## config.mk

```make
export PLATFORM = sky130hd
export DESIGN_NAME = ram_bus_arbiter_flat
export DESIGN_NICKNAME = d
export VERILOG_FILES = /design/src/rtl/network_pkg.sv /design/src/rtl/ram_bus_arbiter_if.sv /design/src/rtl/rr_pick.sv /design/src/rtl/ram_bus_arbiter.sv /design/src/flat_wrapper.sv
export SDC_FILE = /design/constraint.sdc
export NUM_CORES = 1
export LEC_CHECK = 0
export CORE_MARGIN = 10
export CORE_UTILIZATION = 35
export DETAILED_ROUTE_END_ITERATION = 12
export PLACE_DENSITY = 0.73
export SETUP_SLACK_MARGIN = 0.05
export SLEW_MARGIN = 10
export SYNTH_ARGS = -nofsm -noshare
export SYNTH_HDL_FRONTEND = slang
export SYNTH_SLANG_ARGS = --single-unit
export TNS_END_PERCENT = 100
```

## constraint.sdc

```tcl
create_clock -name clk -period 3.45 [get_ports clk]
set_input_delay 0.5175 -clock clk [delete_from_list [all_inputs] [get_ports clk]]
set_output_delay 0.5175 -clock clk [all_outputs]
set_load 0.03 [all_outputs]
```

## src/rtl/network_pkg.sv

```systemverilog
// Shared RAM bus constants, arbiter state encoding and requester indices.
package network_pkg;

  localparam int RAM_ADDR_W = 23;
  localparam int RAM_DATA_W = 16;

  localparam logic RAM_READ  = 1'b0;
  localparam logic RAM_WRITE = 1'b1;

  localparam int REQ_LOADER = 0;
  localparam int REQ_GA     = 1;
  localparam int REQ_HOST   = 2;

  typedef enum logic [2:0] {
    ARB_IDLE,
    ARB_ISSUE,
    ARB_WAIT,
    ARB_DONE,
    ARB_RELEASE
  } arb_state_e;

  // Index width that stays legal for a single-client build.
  function automatic int idx_w(input int n);
    return (n > 1) ? $clog2(n) : 1;
  endfunction

endpackage

```

## src/rtl/ram_bus_arbiter_if.sv

```systemverilog
// Client request/ack handshake plus the shared RAM bus, as seen by the arbiter.
interface ram_bus_arbiter_if
  import network_pkg::*;
#(
  parameter int REQUESTERS = 3
);

  // Client side
  logic [REQUESTERS-1:0]            reqEnable;
  logic [REQUESTERS-1:0]            req;
  logic [REQUESTERS-1:0]            reqWrite;
  logic [REQUESTERS*RAM_ADDR_W-1:0] reqAddr;
  logic [REQUESTERS*RAM_DATA_W-1:0] reqWdata;
  logic [REQUESTERS-1:0]            ack;
  logic                             ackErr;
  logic [RAM_DATA_W-1:0]            rdata;
  logic                             busy;

  // RAM controller side
  logic [RAM_ADDR_W-1:0]            ramBusAddr;
  logic [RAM_DATA_W-1:0]            ramBusDataIn;
  logic                             ramLatch;
  logic                             ramInstruction;
  logic                             ramReady;
  logic [RAM_DATA_W-1:0]            ramBusDataOut;

  // The arbiter: serves client requests and owns the RAM bus.
  modport slave (
    input  reqEnable, req, reqWrite, reqAddr, reqWdata, ramReady, ramBusDataOut,
    output ack, ackErr, rdata, busy, ramBusAddr, ramBusDataIn, ramLatch, ramInstruction
  );

  // The environment: clients and RAM controller.
  modport master (
    output reqEnable, req, reqWrite, reqAddr, reqWdata, ramReady, ramBusDataOut,
    input  ack, ackErr, rdata, busy, ramBusAddr, ramBusDataIn, ramLatch, ramInstruction
  );

endinterface

```

## src/rtl/rr_pick.sv

```systemverilog
// Combinational round-robin selector: first eligible index after ptr, wrapping.
module rr_pick #(
  parameter int N     = 3,
  parameter int IDX_W = (N > 1) ? $clog2(N) : 1
) (
  input  logic [N-1:0]     eligible,
  input  logic [IDX_W-1:0] ptr,
  output logic             valid,
  output logic [IDX_W-1:0] winner
);

  // Scan from farthest to nearest so the nearest eligible after ptr is kept last.
  always_comb begin
    int idx;
    // NOTE: every output gets a default before any branch, so no path leaves it unassigned and no latch is inferred.
    idx    = 0;
    valid  = 1'b0;
    winner = '0;
    for (int i = N; i >= 1; i--) begin
      idx = (int'(ptr) + i) % N;
      if (eligible[idx]) begin
        valid  = 1'b1;
        winner = IDX_W'(idx);
      end
    end
  end

endmodule

```

## src/rtl/ram_bus_arbiter.sv

```systemverilog
// Single registered owner of the RAM bus, shared round-robin between clients.
module ram_bus_arbiter
  import network_pkg::*;
#(
  parameter int REQUESTERS = 3,
  parameter int TIMEOUT    = 255,
  parameter int TO_W       = 8
) (
  input logic              clk,
  input logic              rst_n,
  ram_bus_arbiter_if.slave bus
);

  localparam int IDX_W = idx_w(REQUESTERS);

  arb_state_e            state_q, state_d;
  logic [IDX_W-1:0]      ptr_q, ptr_d;
  logic [IDX_W-1:0]      winner_q, winner_d;
  logic [TO_W-1:0]       cnt_q, cnt_d;
  logic                  err_q, err_d;
  logic                  write_q, write_d;
  logic [RAM_ADDR_W-1:0] addr_q, addr_d;
  logic [RAM_DATA_W-1:0] wdata_q, wdata_d;
  logic [RAM_DATA_W-1:0] rdata_q, rdata_d;

  logic [REQUESTERS-1:0] eligible;
  logic                  pick_valid;
  logic [IDX_W-1:0]      pick_idx;

  assign eligible = bus.req & bus.reqEnable;

  rr_pick #(
    .N     (REQUESTERS),
    .IDX_W (IDX_W)
  ) u_pick (
    .eligible (eligible),
    .ptr      (ptr_q),
    .valid    (pick_valid),
    .winner   (pick_idx)
  );

  // State and datapath registers; reset aborts any transaction without an ack.
  always_ff @(posedge clk) begin
    // NOTE: non-blocking assignments make every flop sample the pre-edge value, independent of statement order.
    if (!rst_n) begin
      state_q  <= ARB_IDLE;
      ptr_q    <= '0;
      winner_q <= '0;
      cnt_q    <= '0;
      err_q    <= 1'b0;
      write_q  <= RAM_READ;
      addr_q   <= '0;
      wdata_q  <= '0;
      rdata_q  <= '0;
    end else begin
      state_q  <= state_d;
      ptr_q    <= ptr_d;
      winner_q <= winner_d;
      cnt_q    <= cnt_d;
      err_q    <= err_d;
      write_q  <= write_d;
      addr_q   <= addr_d;
      wdata_q  <= wdata_d;
      rdata_q  <= rdata_d;
    end
  end

  // Next state plus the registered request, counter and read-data updates.
  always_comb begin
    state_d  = state_q;
    ptr_d    = ptr_q;
    winner_d = winner_q;
    cnt_d    = cnt_q;
    err_d    = err_q;
    write_d  = write_q;
    addr_d   = addr_q;
    wdata_d  = wdata_q;
    rdata_d  = rdata_q;
    unique case (state_q)
      ARB_IDLE: begin
        if (pick_valid) begin
          winner_d = pick_idx;
          write_d  = bus.reqWrite[pick_idx];
          addr_d   = bus.reqAddr[int'(pick_idx)*RAM_ADDR_W +: RAM_ADDR_W];
          wdata_d  = bus.reqWdata[int'(pick_idx)*RAM_DATA_W +: RAM_DATA_W];
          err_d    = 1'b0;
          state_d  = ARB_ISSUE;
        end
      end
      ARB_ISSUE: begin
        cnt_d   = '0;
        state_d = ARB_WAIT;
      end
      ARB_WAIT: begin
        // Saturate so a long stall can never wrap back below TIMEOUT.
        cnt_d = (cnt_q == '1) ? cnt_q : cnt_q + 1'b1;
        if (bus.ramReady) begin
          if (write_q == RAM_READ) rdata_d = bus.ramBusDataOut;
          state_d = ARB_DONE;
        end else if (cnt_d == TO_W'(TIMEOUT)) begin
          err_d   = 1'b1;
          state_d = ARB_DONE;
        end
      end
      ARB_DONE: begin
        ptr_d   = winner_q;
        state_d = ARB_RELEASE;
      end
      ARB_RELEASE: begin
        // A completed access must see ready drop before the next grant can use it.
        if (err_q || !bus.ramReady) state_d = ARB_IDLE;
      end
      default: state_d = ARB_IDLE;
    endcase
  end

  // Outputs decoded from registered state only.
  always_comb begin
    bus.ack = '0;
    for (int i = 0; i < REQUESTERS; i++) begin
      bus.ack[i] = (state_q == ARB_DONE) && (winner_q == IDX_W'(i));
    end
    bus.ackErr   = (state_q == ARB_DONE) && err_q;
    bus.ramLatch = (state_q == ARB_ISSUE);
    bus.busy     = (state_q != ARB_IDLE);
  end

  assign bus.rdata          = rdata_q;
  assign bus.ramBusAddr     = addr_q;
  assign bus.ramBusDataIn   = wdata_q;
  assign bus.ramInstruction = write_q;

endmodule
```

## src/flat_wrapper.sv

```systemverilog
// flat-port wrapper written by rule: the top's interface ports become plain ports
module ram_bus_arbiter_flat import network_pkg::*;
#(
  parameter int REQUESTERS = 3,
  parameter int TIMEOUT    = 255,
  parameter int TO_W       = 8
)
  (clk, rst_n, bus_reqEnable, bus_req, bus_reqWrite, bus_reqAddr, bus_reqWdata, bus_ramReady, bus_ramBusDataOut, bus_ack, bus_ackErr, bus_rdata, bus_busy, bus_ramBusAddr, bus_ramBusDataIn, bus_ramLatch, bus_ramInstruction);
  ram_bus_arbiter_if #(.REQUESTERS(REQUESTERS)) bus_i ();
  input logic clk;
  input logic rst_n;
  input wire logic [$bits(bus_i.reqEnable)-1:0] bus_reqEnable;
  input wire logic [$bits(bus_i.req)-1:0] bus_req;
  input wire logic [$bits(bus_i.reqWrite)-1:0] bus_reqWrite;
  input wire logic [$bits(bus_i.reqAddr)-1:0] bus_reqAddr;
  input wire logic [$bits(bus_i.reqWdata)-1:0] bus_reqWdata;
  input wire logic [$bits(bus_i.ramReady)-1:0] bus_ramReady;
  input wire logic [$bits(bus_i.ramBusDataOut)-1:0] bus_ramBusDataOut;
  output wire logic [$bits(bus_i.ack)-1:0] bus_ack;
  output wire logic [$bits(bus_i.ackErr)-1:0] bus_ackErr;
  output wire logic [$bits(bus_i.rdata)-1:0] bus_rdata;
  output wire logic [$bits(bus_i.busy)-1:0] bus_busy;
  output wire logic [$bits(bus_i.ramBusAddr)-1:0] bus_ramBusAddr;
  output wire logic [$bits(bus_i.ramBusDataIn)-1:0] bus_ramBusDataIn;
  output wire logic [$bits(bus_i.ramLatch)-1:0] bus_ramLatch;
  output wire logic [$bits(bus_i.ramInstruction)-1:0] bus_ramInstruction;
  assign bus_i.reqEnable = bus_reqEnable;
  assign bus_i.req = bus_req;
  assign bus_i.reqWrite = bus_reqWrite;
  assign bus_i.reqAddr = bus_reqAddr;
  assign bus_i.reqWdata = bus_reqWdata;
  assign bus_i.ramReady = bus_ramReady;
  assign bus_i.ramBusDataOut = bus_ramBusDataOut;
  assign bus_ack = bus_i.ack;
  assign bus_ackErr = bus_i.ackErr;
  assign bus_rdata = bus_i.rdata;
  assign bus_busy = bus_i.busy;
  assign bus_ramBusAddr = bus_i.ramBusAddr;
  assign bus_ramBusDataIn = bus_i.ramBusDataIn;
  assign bus_ramLatch = bus_i.ramLatch;
  assign bus_ramInstruction = bus_i.ramInstruction;
  ram_bus_arbiter #(.REQUESTERS(REQUESTERS), .TIMEOUT(TIMEOUT), .TO_W(TO_W)) u_core (.clk(clk), .rst_n(rst_n), .bus(bus_i));
endmodule
```

==> flow_summary.ini <==
[floorplan]
start_util_pct = 35.6
top_level_ports = 207
die_w_um = 125
core_area_um2 = 10800
floorplan.die_area_um2 = 15600
rows = 38
die_y_um = 125

[cells_and_area]
layout-drive-gt1-share_pct = 5.56
finalNonFillerCells = 769
final_nets = 772
syn2layout_area_growth_pct = 58.6
diodes = 0

[clock_network]
cts.clk_slew.worst_paths_ps = 90
cts_buffers = 9
cts_tree = built
clockBufferDepth = 2
postCtsHoldBufs = 0
cts_sinks = 72
post_cts_buffers = 0
htreeDepth = 3
clkLatencyLatePin_ps = 360
cts_root_buf = clkbuf_8
cts_resized = 0

[global_route]
track_usage_pct = 18.4
grt.overflow.total = 0
grt_start_max_net_pins = 63
grt_pass1_wl_um = 23600
antenna_found_initial = 0
grt_pass1_vias = 4228

[timing]
timing.final.ws_setup_ps = 757
period_share_pct = 78.1
slew_headroom_pct = 35.3
rsz0062_at_grt = false
max_freq_mhz = 371
final.setup.tns_ps = 0
setup_viol_count_final = 0
period_minus_slack_ps = 2690
slew_viol_final = 0
worst_pin_slew_ps = 967
hold_viol_final = 0
fin_worst_skew_ps = 13.8

[power]
p_per_area_nw_per_um2 = 441
total_power_mw = 2.68
p_leak_nw = 2.26
ir_drop_mv = 0.238

[setup_path]
worstPathCellList = nand3b_1, nor3b_1, clkdlybuf4s50_1
crit_buf_inv = 1
crit_slowest_cell = clkdlybuf4s50_1
critical_path.max_stage_delay_ps = 730
worstPathRequired_ps = 2930
endpoint_kind = output pin
crit_family = buffers and inverters
cp_max_fo = 10
cp_data_arrival_time_ps = 2180
rrSetupSlack_ps = 890
crit_type = register to output pin
start_kind = register

[placed_design]
gp_congestion = 0.894
hpwl_um = 11200
dp_slack_ps = 739
dp.cells = 753
placement.io_buffers = 206

[synthesis]
synth-edff-count = 0
syn_area_um2 = 3840
muxShareOfSynthArea_pct = 12.0
syn_area_per_cell_um2 = 8.59
synth_common_cells = 81 x nand2_1, 72 x dfxtp_1, 45 x mux2i_1
synthAdderAreaFrac_pct = 1.53
netlist-cell-type-count = 56
syn_nets = 595
synth_compound_area_share_pct = 17.7
yosys-top-cells-area = dfxtp_1 38%, mux2i_1 12%, o221ai_1 9.1%
syn_inst = 447
synthXorXnorAreaFrac_pct = 0.456
ys_seq_area_share_pct = 37.5
yosysMostFrequentCell = nand2_1
yosysTopAreaCell = dfxtp_1
ys_warn_count = 0
synthSimpleGateAreaFrac_pct = 23.2
synth_top_family_by_area = simple AND/OR/NAND/NOR gates
ys_ff_latch = 72
yosys.area.top_type_share_pct = 37.5
ys.flop_type = dfxtp_1
synthArstFlopShare_pct = 0

[routing]
wl_per_cell_um = 19.6
drtPass1Iterations = 4
drc = 0
wl_um = 15100
via_per_inst = 5.48
ant_nets = 0
via_count = 4215
drt_iter0_markers = 385

[run_status]
status = completed

[flow_run]
cap_violations = 0

[min_path]
holdCritPathClass = register to register
## registers in the layout, indices dropped and copies added (netlist names)
signal,count
u_core.cnt_q,8
u_core.err_q,1
u_core.bus.ramInstruction,1
u_core.bus.ramBusAddr,23
u_core.ptr_q,2
u_core.winner_q,2
u_core.bus.ramBusDataIn,16
u_core.bus.rdata,16
u_core.state_q,3
## cell usage in the layout, fill, tap and decap left out, types with 3 or more instances in the layout
cell type	netlist	routed
a21oi_1	24	24
a31oi_1	3	3
buf_4	6	6
clkbuf_8	1	10
clkdlybuf4s50_1	0	205
dfxtp_1	72	72
ha_1	3	3
inv_1	6	6
mux2i_1	45	45
nand2_1	81	81
nand3_1	6	6
nand3b_1	3	3
nand4_1	44	44
nor2_1	19	18
nor3_1	7	7
nor3b_1	3	3
o21ai_0	5	5
o221ai_1	40	40
## stage by stage
| step | util (%) | instance area (um^2) | hold slack [ps] |
|---|---|---|---|
| 6_report | 56.4 | 6090 | 455 |
| 2_1_floorplan | - | 3840 | 478 |
| 3_5_place_dp | 54.5 | 5880 | 447 |
| 5_1_grt | 56.4 | 6090 | 472 |
| 3_3_place_gp | 54.5 | 5880 | 442 |
| 4_1_cts | 56.4 | 6090 | 459 |
## kinds of logic (layout without fill, tap and decap cells)
family / count (synthesis) / after routing
DFF: 72 / 72
muxes: 46 / 46
adders and majority gates: 5 / 5
AOI/OAI and AO/OA: 91 / 91
buffers and inverters: 53 / 235
and+or+nand+nor: 178 / 178
xor gates and xnor gates: 2 / 2
## final timing paths
check	start	endpoint	cells past startpoint
min reg2reg	u_core.bus.rdata[5]$_SDFFE_PN0P_	u_core.bus.rdata[5]$_SDFFE_PN0P_	2
min	u_core.bus.rdata[5]$_SDFFE_PN0P_	u_core.bus.rdata[5]$_SDFFE_PN0P_	2
max reg2reg	u_core.ptr_q[0]$_SDFFE_PN0P_	u_core.bus.ramBusAddr[14]$_SDFFE_PN0P_	8
max	u_core.state_q[1]$_SDFFE_PN0P_	bus_ack[2]	3
## worst reg2reg max path: cells and delay by family (launching register included)
kind            cells  cell delay (ps)
compound gates      2              420
simple gates        2              570
buf+inv             2              380
fa+ha+maj           2              740
flops               1              360
## report_power, final
group / total, mW / leakage [nW] / switching (mW) / internal (mW)
Sequential: 0.999 / 0.588 / 0.0681 / 0.931
Clock: 0.708 / 0.0989 / 0.352 / 0.356
Combinational: 0.975 / 1.57 / 0.538 / 0.437
Total: 2.68 / 2.26 / 0.957 / 1.73
## area by class of cell
cell class / count / area [um^2]
clock buffers: 10 / 138
well taps: 140 / 175
multi-input cells: 322 / 2120
repair buffers: 213 / 2120
fillers: 969 / 4700
clock inverters: 6 / 67.6
inverters: 6 / 22.5
flip-flops and latches: 72 / 1440
## routing by layer
| layer | GRT usage, % | vias up | part of all wire (%) |
|---|---|---|---|
| met4 | 5.76 | 0 | 1.9 |
| li1 | - | 2028 | - |
| met5 | 0 | - | 0 |
| met3 | 6.00 | 22 | 7.7 |
| met2 | 31.5 | 170 | 50 |
| met1 | 21.1 | 1995 | 40 |
No activity file was read; power rests on OpenSTA's default activity.
